[src/rtl/yapp_pkt_tx.sv]
`default_nettype none
// ============================================================================
// Module      : yapp_pkt_tx
// Description : Packet-level YAPP transmitter. Takes a packet command
//               (address, length) and its payload bytes from a local host,
//               buffers the whole payload, then sends header, payload and
//               parity to the router on in_data/in_data_vld. The router can
//               stall the transfer with in_suspend.
//               Optional feature macro: YAPP_TX_PARITY_ERR_EN adds the
//               corrupt_parity input, which makes the parity of the packet
//               being accepted go out inverted.
// Revision    : 1.0 - initial release
// ============================================================================
module yapp_pkt_tx #(
    parameter int GAP_CYCLES = 1
) (
    input  logic        clock,
    input  logic        reset,
    input  logic        cmd_valid,
    output logic        cmd_ready,
    input  logic [1:0]  cmd_addr,
    input  logic [5:0]  cmd_len,
    input  logic [7:0]  pay_data,
    input  logic        pay_valid,
    output logic        pay_ready,
    output logic [7:0]  in_data,
    output logic        in_data_vld,
    input  logic        in_suspend,
    output logic        tx_done,
    output logic        err_len,
`ifdef YAPP_TX_PARITY_ERR_EN
    input  logic        corrupt_parity,
`endif
    output logic [15:0] pkt_count
);

    // Gap length is kept in the legal 1..15 range so it always fits the
    // 4-bit gap counter.
    localparam int         C_GAP_CLAMP = (GAP_CYCLES < 1)  ? 1  :
                                         (GAP_CYCLES > 15) ? 15 : GAP_CYCLES;
    localparam logic [3:0] C_GAP_LAST  = 4'(C_GAP_CLAMP - 1);

    typedef enum logic [2:0] {
        S_IDLE = 3'd0,
        S_LOAD = 3'd1,
        S_HDR  = 3'd2,
        S_PAY  = 3'd3,
        S_PAR  = 3'd4,
        S_GAP  = 3'd5
    } state_t;

    state_t      r_state;
    logic [1:0]  r_addr;
    logic [5:0]  r_len;
    logic [5:0]  r_idx;      // write index while loading, read index while sending
    logic [7:0]  r_parity;   // running XOR of header and every loaded byte
    logic [3:0]  r_gap_cnt;
    logic [7:0]  r_buf [0:63];
`ifdef YAPP_TX_PARITY_ERR_EN
    logic        r_corrupt;
`endif

    logic        w_cmd_fire;
    logic        w_pay_fire;
    logic        w_xfer;
    logic        w_last_idx;
    logic [7:0]  w_par_out;
    logic [7:0]  w_next_byte;

    assign w_cmd_fire  = cmd_valid & cmd_ready;
    assign w_pay_fire  = pay_valid & pay_ready;
    // A byte leaves only when it is valid and the router is not suspending.
    assign w_xfer      = in_data_vld & ~in_suspend;
    assign w_last_idx  = (r_idx == (r_len - 6'd1));
    assign w_next_byte = r_buf[r_idx + 6'd1];

`ifdef YAPP_TX_PARITY_ERR_EN
    assign w_par_out = r_parity ^ {8{r_corrupt}};
`else
    assign w_par_out = r_parity;
`endif

    // Payload storage; contents are don't-care after reset, so no reset here.
    always_ff @(posedge clock) begin
        if (w_pay_fire) begin
            r_buf[r_idx] <= pay_data;
        end
    end

    // Packet sequencer: command accept, payload load, serialisation and gap.
    always_ff @(posedge clock) begin
        if (reset) begin
            r_state     <= S_IDLE;
            cmd_ready   <= 1'b1;
            pay_ready   <= 1'b0;
            in_data     <= 8'h00;
            in_data_vld <= 1'b0;
            tx_done     <= 1'b0;
            err_len     <= 1'b0;
            pkt_count   <= 16'h0000;
            r_addr      <= 2'd0;
            r_len       <= 6'd0;
            r_idx       <= 6'd0;
            r_parity    <= 8'h00;
            r_gap_cnt   <= 4'd0;
`ifdef YAPP_TX_PARITY_ERR_EN
            r_corrupt   <= 1'b0;
`endif
        end else begin
            // Both status outputs are single-cycle pulses.
            tx_done <= 1'b0;
            err_len <= 1'b0;

            case (r_state)
                S_IDLE: begin
                    if (w_cmd_fire) begin
                        r_addr   <= cmd_addr;
                        r_len    <= cmd_len;
                        r_idx    <= 6'd0;
                        // Header is known now, so it seeds the parity.
                        r_parity <= {cmd_len, cmd_addr};
`ifdef YAPP_TX_PARITY_ERR_EN
                        r_corrupt <= corrupt_parity;
`endif
                        if (cmd_len == 6'd0) begin
                            // Empty packet: flag it and stay ready.
                            err_len <= 1'b1;
                        end else begin
                            cmd_ready <= 1'b0;
                            pay_ready <= 1'b1;
                            r_state   <= S_LOAD;
                        end
                    end
                end

                S_LOAD: begin
                    if (w_pay_fire) begin
                        r_parity <= r_parity ^ pay_data;
                        if (w_last_idx) begin
                            // Whole payload held: present the header at once.
                            r_idx       <= 6'd0;
                            pay_ready   <= 1'b0;
                            in_data     <= {r_len, r_addr};
                            in_data_vld <= 1'b1;
                            r_state     <= S_HDR;
                        end else begin
                            r_idx <= r_idx + 6'd1;
                        end
                    end
                end

                S_HDR: begin
                    if (w_xfer) begin
                        in_data <= r_buf[r_idx];
                        r_state <= S_PAY;
                    end
                end

                S_PAY: begin
                    if (w_xfer) begin
                        if (w_last_idx) begin
                            in_data <= w_par_out;
                            r_state <= S_PAR;
                        end else begin
                            in_data <= w_next_byte;
                            r_idx   <= r_idx + 6'd1;
                        end
                    end
                end

                S_PAR: begin
                    if (w_xfer) begin
                        in_data     <= 8'h00;
                        in_data_vld <= 1'b0;
                        tx_done     <= 1'b1;
                        pkt_count   <= pkt_count + 16'd1;
                        r_gap_cnt   <= C_GAP_LAST;
                        r_state     <= S_GAP;
                    end
                end

                S_GAP: begin
                    // Idle time between packets; back-pressure is ignored here.
                    if (r_gap_cnt == 4'd0) begin
                        cmd_ready <= 1'b1;
                        r_state   <= S_IDLE;
                    end else begin
                        r_gap_cnt <= r_gap_cnt - 4'd1;
                    end
                end

                default: begin
                    cmd_ready   <= 1'b1;
                    pay_ready   <= 1'b0;
                    in_data     <= 8'h00;
                    in_data_vld <= 1'b0;
                    r_state     <= S_IDLE;
                end
            endcase
        end
    end

endmodule
`default_nettype wire

[config.mk]
export PLATFORM = sky130hd
export DESIGN_NAME = yapp_pkt_tx
export DESIGN_NICKNAME = d
export VERILOG_FILES = /design/src/rtl/yapp_pkt_tx.sv
export SDC_FILE = /design/constraint.sdc
export NUM_CORES = 1
export LEC_CHECK = 0
export CORE_MARGIN = 2
export CORE_UTILIZATION = 25
export DETAILED_ROUTE_END_ITERATION = 8
export HOLD_SLACK_MARGIN = 0.1
export PLACE_DENSITY = 0.36
export SYNTH_ARGS = -nofsm -noshare
export SYNTH_HDL_FRONTEND = slang
export SYNTH_SLANG_ARGS = --single-unit
[constraint.sdc]
create_clock -name clock -period 7.71 [get_ports clock]
set_input_delay 0.771 -clock clock [delete_from_list [all_inputs] [get_ports clock]]
set_output_delay 0.771 -clock clock [all_outputs]
set_load 0.02 [all_outputs]
==> impl_metrics.ini, run 1 <==
[synthesis]
synthArstFlopShare_pct = 0
syn_nets = 1696
ys_ff_latch = 576
ys_warn_count = 0
synth_edf_count = 512
syn_area_mm2 = 0.0275
synthCells = 1671
synthFlopType = edfxtp_1
postSynthAreaPerCell_um2 = 16.4
synth_seq_area_share_pct = 60.7
ys_types = 73

[pwr]
p_switching_uw = 1750
p_seq_share_pct = 48.7
power_frac_comb_pct = 8.5
p_leak_uw = 0.00908
pwr-share-clk_pct = 42.8
internal_power_uw = 5430
switching_share_pct = 24.3
p_per_area_mw_per_mm2 = 228
ir_drop_mv = 0.117

[route]
num_vias = 16538
wl_per_cell_um = 30.1
first_pass_iters = 7
antenna_left = 0
wl_um = 95700
viasPerCell = 5.21
drt-initial-drc-count = 1544
drc = 0

[cells_and_area]
seq_area_mm2 = 0.0167
utilization_pct = 28.9
multi_input_area_mm2 = 0.0101
syn2layout_area_growth_pct = 14.6
fill_cells = 10700
fin_area_mm2 = 0.0315
fin_nets = 1739
drive_above_1_share_pct = 23.9

[clocking]
cts_resized = 0
cts.path.max_buffers = 3
cts_tree = done
cts_max_level = 3
cts_sinks = 576
post-cts-setup-buffer-count = 0
clk_pin_slew_ns = 0.06
clkLatencyLatePin_ns = 0.61
root_buffer = clkbuf_16
cts_made_buffers = 67
ctsHoldBuffers = 0

[critical_path]
crit_buf_inv = 1
critPathMaxFanout = 72
crit_type = reg -> reg
worstPathArrival_ns = 4.84
path_cells = ha_4, buf_12, mux4_2, and2_1, a2111oi_0, a41oi_1, o211ai_1, o211ai_1, a32o_1
critPathMaxStageDelay_ns = 0.76
cpMaxStageDelayCell = dfxtp_4
worstSetupEndpointType = flop
crit_path_frequent_cell = o211ai_1
startpoint_type = flop
cp_top_family = compound AO/OA/AOI/OAI gates
cp.required_ns = 8.21

[place]
place_area_mm2 = 0.0294
gp_congestion = 0.812
pre_cts_ws_ns = 3.36
port_buffers = 49
hpwl_um = 62700

[sta]
finalCritPeriodShare_pct = 56.2
hold_viol = 0
rsz0062_at_grt = no
hold_ws_ns = 0.514
fmax_ghz = 0.231
setup_viol = 0
fin_ws_ns = 3.37
relSlewSlack_pct = 18.3
tightest_slew_ns = 1.22
finalClockSkew_ns = 0.0231
drv_slew = 0
tns_ns = 0
finalCriticalPeriod_ns = 4.34

[global_routing]
grt_usage_pct = 16.9
grt_pass1_wl_um = 134000
antenna_found_initial = 4
grt_pass1_vias = 16671
grt_max_degree = 84
gr-total-overflow = 0

[die]
die-area_mm2 = 0.113
pin_count = 50
fp-row-count = 121
core_area_mm2 = 0.109
start_util_pct = 25.2
chipHeight_um = 335
die_w_um = 335

[flow_run]
maxCapViolCount = 0

[min_path]
hold_class = reg -> reg

[status]
status = finished clean
==> worst reg2reg max path: cells and delay by family (launching register included) <==
kind	cells	cell delay, ns
multiplexers	1	0.81
buffers and inverters	1	0.48
adder cells (fa/ha/maj)	1	0.70
flip-flops	1	0.76
AND/OR/NAND/NOR	1	0.17
AO/OA/AOI/OAI	5	1.30
==> metal layers <==
metal  vias up  track usage (%)  share of wire [%]
li1       6971                -                  -
met1      8947             24.2                 46
met2       516             26.4                 46
met3       104             2.43                4.9
met4         0             5.54                2.7
met5         -                0                  0
==> power by group through the flow <==
stage / clock network (µW) / logic, µW / registers [µW]
floorplan: 0 / 404 / 3520
global placement: 0 / 616 / 3560
detailed placement: 0 / 617 / 3560
CTS: 3150 / 620 / 3490
global route: 3260 / 668 / 3500
finish: 3070 / 612 / 3490
==> cells in the mapped netlist (all sizes together) (3+ instances only) <==
library cell  count  share of area [%]
a211o             7               0.22
a211oi            8               0.22
a21oi            48               0.87
a221o             3               0.11
a221oi           19               0.61
a22o              3              0.096
a22oi            15               0.41
a311oi            6               0.19
a31o              3              0.096
a31oi            15               0.34
a41oi             3              0.096
and2              8               0.18
and3              8               0.18
buf              79                2.0
clkbuf           38               0.52
dfxtp            64                4.7
edfxtp          512                 56
ha                4               0.18
inv              10               0.14
mux2              6               0.25
mux2i            56                2.0
mux4            259                 21
nand2           107                1.5
nand2b           11               0.25
nand3            51               0.93
nand3b            3              0.082
nand4            11               0.25
nor2            144                2.0
nor2b             8               0.18
nor3             15               0.29
nor3b            10               0.27
nor4              4              0.091
o211ai            9               0.25
o21a              5               0.14
o21ai            44               0.80
o21bai            3              0.082
o221ai            5               0.16
o311ai            3              0.096
or2               4              0.091
or3               5               0.11
xnor2            11               0.35
xor2             16               0.51
==> kinds of logic after synthesis <==
kind of cell,count (synthesis),share of synthesized area [%]
compound gates,220,5.51
xor+xnor,27,0.861
flops,576,60.7
mux,321,23.6
fa+ha+maj,4,0.182
buf+inv,128,2.63
simple gates,395,6.55
==> worst paths after layout <==
kind | depth (start not counted) | endpoint | start | slack, ns
worst max-delay path | 9 | in_data[1]$_SDFFE_PP0P_ | r_idx[0]$_SDFFE_PP0P_ | 3.37
worst min register to register | 2 | pkt_count[10]$_SDFFE_PP0P_ | pkt_count[10]$_SDFFE_PP0P_ | 0.51
worst max register to register | 9 | in_data[1]$_SDFFE_PP0P_ | r_idx[0]$_SDFFE_PP0P_ | 3.37
worst min-delay path | 2 | pkt_count[10]$_SDFFE_PP0P_ | pkt_count[10]$_SDFFE_PP0P_ | 0.51
==> layout make-up <==
| class | count | area share, % |
|---|---|---|
| sequential | 576 | 52.9 |
| timing repair buffer | 91 | 2.50 |
| inverter | 11 | 0.131 |
| clock inverter | 32 | 0.723 |
| clock buffer | 84 | 5.83 |
| tap | 1414 | 5.62 |
| antenna | 1 | 0.00795 |
| multi-input combinational | 967 | 32.2 |
==> cells in the final DEF, fill, tap and decap left out, types with 6 or more instances in the layout <==
| cell | Yosys | layout |
|---|---|---|
| nand2_1 | 107 | 107 |
| mux2i_1 | 56 | 56 |
| buf_4 | 28 | 40 |
| a211o_1 | 7 | 7 |
| mux4_2 | 253 | 253 |
| clkdlybuf4s50_1 | 0 | 40 |
| clkbuf_1 | 38 | 12 |
| mux4_1 | 6 | 6 |
| a21oi_1 | 48 | 48 |
| buf_2 | 33 | 9 |
| mux2_2 | 6 | 6 |
| dfxtp_1 | 64 | 60 |
| xnor2_1 | 11 | 9 |
| a22oi_1 | 15 | 15 |
| o21ai_0 | 43 | 43 |
| inv_1 | 10 | 10 |
| nor3_1 | 14 | 14 |
| a221oi_1 | 19 | 19 |
| edfxtp_1 | 512 | 512 |
| clkinv_1 | 1 | 18 |
| nor2_1 | 144 | 144 |
| a211oi_1 | 8 | 8 |
| a31oi_1 | 15 | 15 |
| clkbuf_16 | 0 | 71 |
| o211ai_1 | 9 | 9 |
| and2_1 | 8 | 8 |
| nand4_1 | 11 | 11 |
| and3_1 | 8 | 8 |
| nand2b_1 | 11 | 11 |
| nor2b_1 | 8 | 8 |
| xor2_1 | 16 | 13 |
| nor3b_1 | 10 | 10 |
| clkinv_2 | 0 | 8 |
| a311oi_1 | 6 | 6 |
| nand3_1 | 51 | 51 |
==> per-stage QoR <==
step / power (µW) / std cells
floorplan: 3920 / 1671
global placement: 4170 / 3059
detailed placement: 4180 / 3059
CTS: 7270 / 3175
global route: 7430 / 3175
finish: 7180 / 3176
==> state kept, by name, summed over array words and instances (netlist names), named ones only <==
signal       count
cmd_ready        1
err_len          1
in_data          8
in_data_vld      1
pay_ready        1
pkt_count       16
r_addr           2
r_buf          512
r_gap_cnt        4
r_idx            6
r_len            6
r_parity         8
r_state          3
tx_done          1
(Power assumes the default switching activity.)
==> run 2, diff against run 1 <==
==> constraint.sdc (replaced) <==
create_clock -name clock -period 4.26 [get_ports clock]
set_input_delay 0.426 -clock clock [delete_from_list [all_inputs] [get_ports clock]]
set_output_delay 0.426 -clock clock [all_outputs]
set_load 0.02 [all_outputs]
==> run 2 against run 1 <==
Effect of this change:
- sequential cell count unchanged
- clock skew grew 0.0074 ns
- maximum frequency rose by 21%
- register-to-register slack got worse by 2.7 ns
- first-iteration DRC count increased by 15%
- non-clock buffer count grew 104
- cell count increased by 3.7%
- critical path depth down 1
- power up 91%
==> impl_metrics.ini, run 2 (same netlist as run 1, synthesis figures left out) <==
[critical_path]
worstSetupEndpointType = flop
crit_type = reg -> reg
endpoint = in_data[1]$_SDFFE_PP0P_
path_cells = buf_4, nor2b_1, a2111oi_0, o32ai_1, a32o_1, a211oi_1, o211ai_1, a32o_1
cp_top_family = compound AO/OA/AOI/OAI gates
worstPathArrival_ns = 4.11
crit_buf_inv = 1
cpMaxStageDelayCell = a2111oi_0
critPathMaxStageDelay_ns = 0.73
timing.rr.end = in_data[1]$_SDFFE_PP0P_
critPathMaxFanout = 18
rr_worst_depth = 8
startpoint_type = flop
cp.required_ns = 4.79
crit_path_frequent_cell = a32o_1
path_depth = 8
rrSetupSlack_ns = 0.68

[route]
drt-initial-drc-count = 1777
wl_per_cell_um = 30.2
viasPerCell = 5.20
wl_met2_um = 46200
first_pass_iters = 5
highest_layer = met5
drc = 0
wl_um = 99300
num_vias = 17131
m1WireLength_um = 45800
wl_met3_um = 4840
antenna_left = 0

[die]
die_w_um = 335
fp-row-count = 121
die-area_mm2 = 0.113
pin_count = 50
core_area_mm2 = 0.109
start_util_pct = 25.2
chipHeight_um = 335

[pwr]
p_per_area_mw_per_mm2 = 419
power_frac_comb_pct = 8.5
p_switching_uw = 3290
pwr-share-clk_pct = 45.4
switching_share_pct = 24.0
p_seq_share_pct = 46.2
p_leak_uw = 0.00980
internal_power_uw = 10400
ir_drop_mv = 0.210

[sta]
finalCriticalPeriod_ns = 3.58
fmax_ghz = 0.279
finalCritPeriodShare_pct = 84.0
hold_viol = 0
relSlewSlack_pct = 12.8
finalClockSkew_ns = 0.0305
hold_ws_ns = 0.187
drv_slew = 0
setup_viol = 0
tns_ns = 0
tightest_slew_ns = 1.30
rsz0062_at_grt = no

[place]
gp_congestion = 0.853
port_buffers = 49
placedCellCount = 3163
hpwl_um = 69400

[cells_and_area]
multi_input_area_mm2 = 0.0101
final_cell_mix = edfxtp_1 (512), mux4_2 (253), nor2_1 (144)
top_register = r_buf
final_cells = 3292
fin_nets = 1845
final_common_cell = edfxtp_1
syn2layout_area_growth_pct = 18.9
seq_area_mm2 = 0.0167
largest_register_ffs = 512
top_regs = r_buf x512, pkt_count x16
drive_above_1_share_pct = 29.0
fill_cells = 10606

[clocking]
cts.path.max_buffers = 3
cts_resized = 0
post-cts-setup-buffer-count = 0
cts_max_level = 3
cts_sinks = 576
root_buffer = clkbuf_16
cts_tree = done
cts_made_buffers = 69
clk_pin_slew_ns = 0.07
clkLatencyLatePin_ns = 0.63
ctsHoldBuffers = 0

[min_path]
min_from = pay_data[6]
hold_class = in -> reg

[global_routing]
grt_usage_pct = 17.6
grt_pass1_vias = 17224
antenna_found_initial = 6
gr-total-overflow = 0
grt_pass1_wl_um = 139000
grt_max_degree = 64

[status]
status = finished clean

[flow_run]
maxCapViolCount = 0
run 2: changes by cell type in the layout (fill, tap and decap cells not counted), sizes merged:
cell	delta
buf	+104
bufinv	+6
clkbuf	+1
clkinvlp	+2
diode	+1
inv	+2
run 2: routing by layer:
layer | global-route usage [%] | vias to the layer above
li1 | - | 7184
met1 | 25.0 | 9271
met2 | 27.8 | 566
met3 | 2.43 | 106
met4 | 5.28 | 4
met5 | 0 | -
run 2: how the worst min path moves through the flow:
| stage | endpoint | cells after the start |
|---|---|---|
| floorplan | r_addr[1]$_SDFFE_PP0P_ | 2 |
| global placement | pkt_count[10]$_SDFFE_PP0P_ | 2 |
| detailed placement | pkt_count[10]$_SDFFE_PP0P_ | 2 |
| CTS | r_buf[30][6]$_DFFE_PP_ | 1 |
| global route | r_buf[30][6]$_DFFE_PP_ | 1 |
| finish | r_buf[30][6]$_DFFE_PP_ | 1 |
run 2: power by group through the flow:
| stage | registers [µW] | clock network [µW] | logic (µW) |
|---|---|---|---|
| 2_1_floorplan | 6370 | 0 | 731 |
| 3_3_place_gp | 6430 | 0 | 1160 |
| 3_5_place_dp | 6430 | 0 | 1160 |
| 4_1_cts | 6310 | 6390 | 1160 |
| 5_1_grt | 6330 | 6590 | 1240 |
| 6_report | 6320 | 6210 | 1160 |
run 2: final cells by class:
type | count | area share (%)
tap | 1414 | 5.42
multi-input combinational | 967 | 31.1
sequential | 576 | 51.0
clock inverter | 42 | 1.38
inverter | 11 | 0.126
clock buffer | 85 | 5.89
antenna | 2 | 0.0153
timing repair buffer | 195 | 5.06
run 2: through the flow:
stage | worst slack, ns | utilization [%] | power [µW] | cell area (µm²)
after floorplan | 1.59 | - | 7100 | 27500
after global placement | 0.452 | 27.8 | 7590 | 30300
after detailed placement | 0.547 | 27.8 | 7590 | 30300
after CTS | 0.511 | 30.0 | 13900 | 32700
after global routing | 0.562 | 30.0 | 14200 | 32700
final | 0.680 | 30.0 | 13700 | 32700
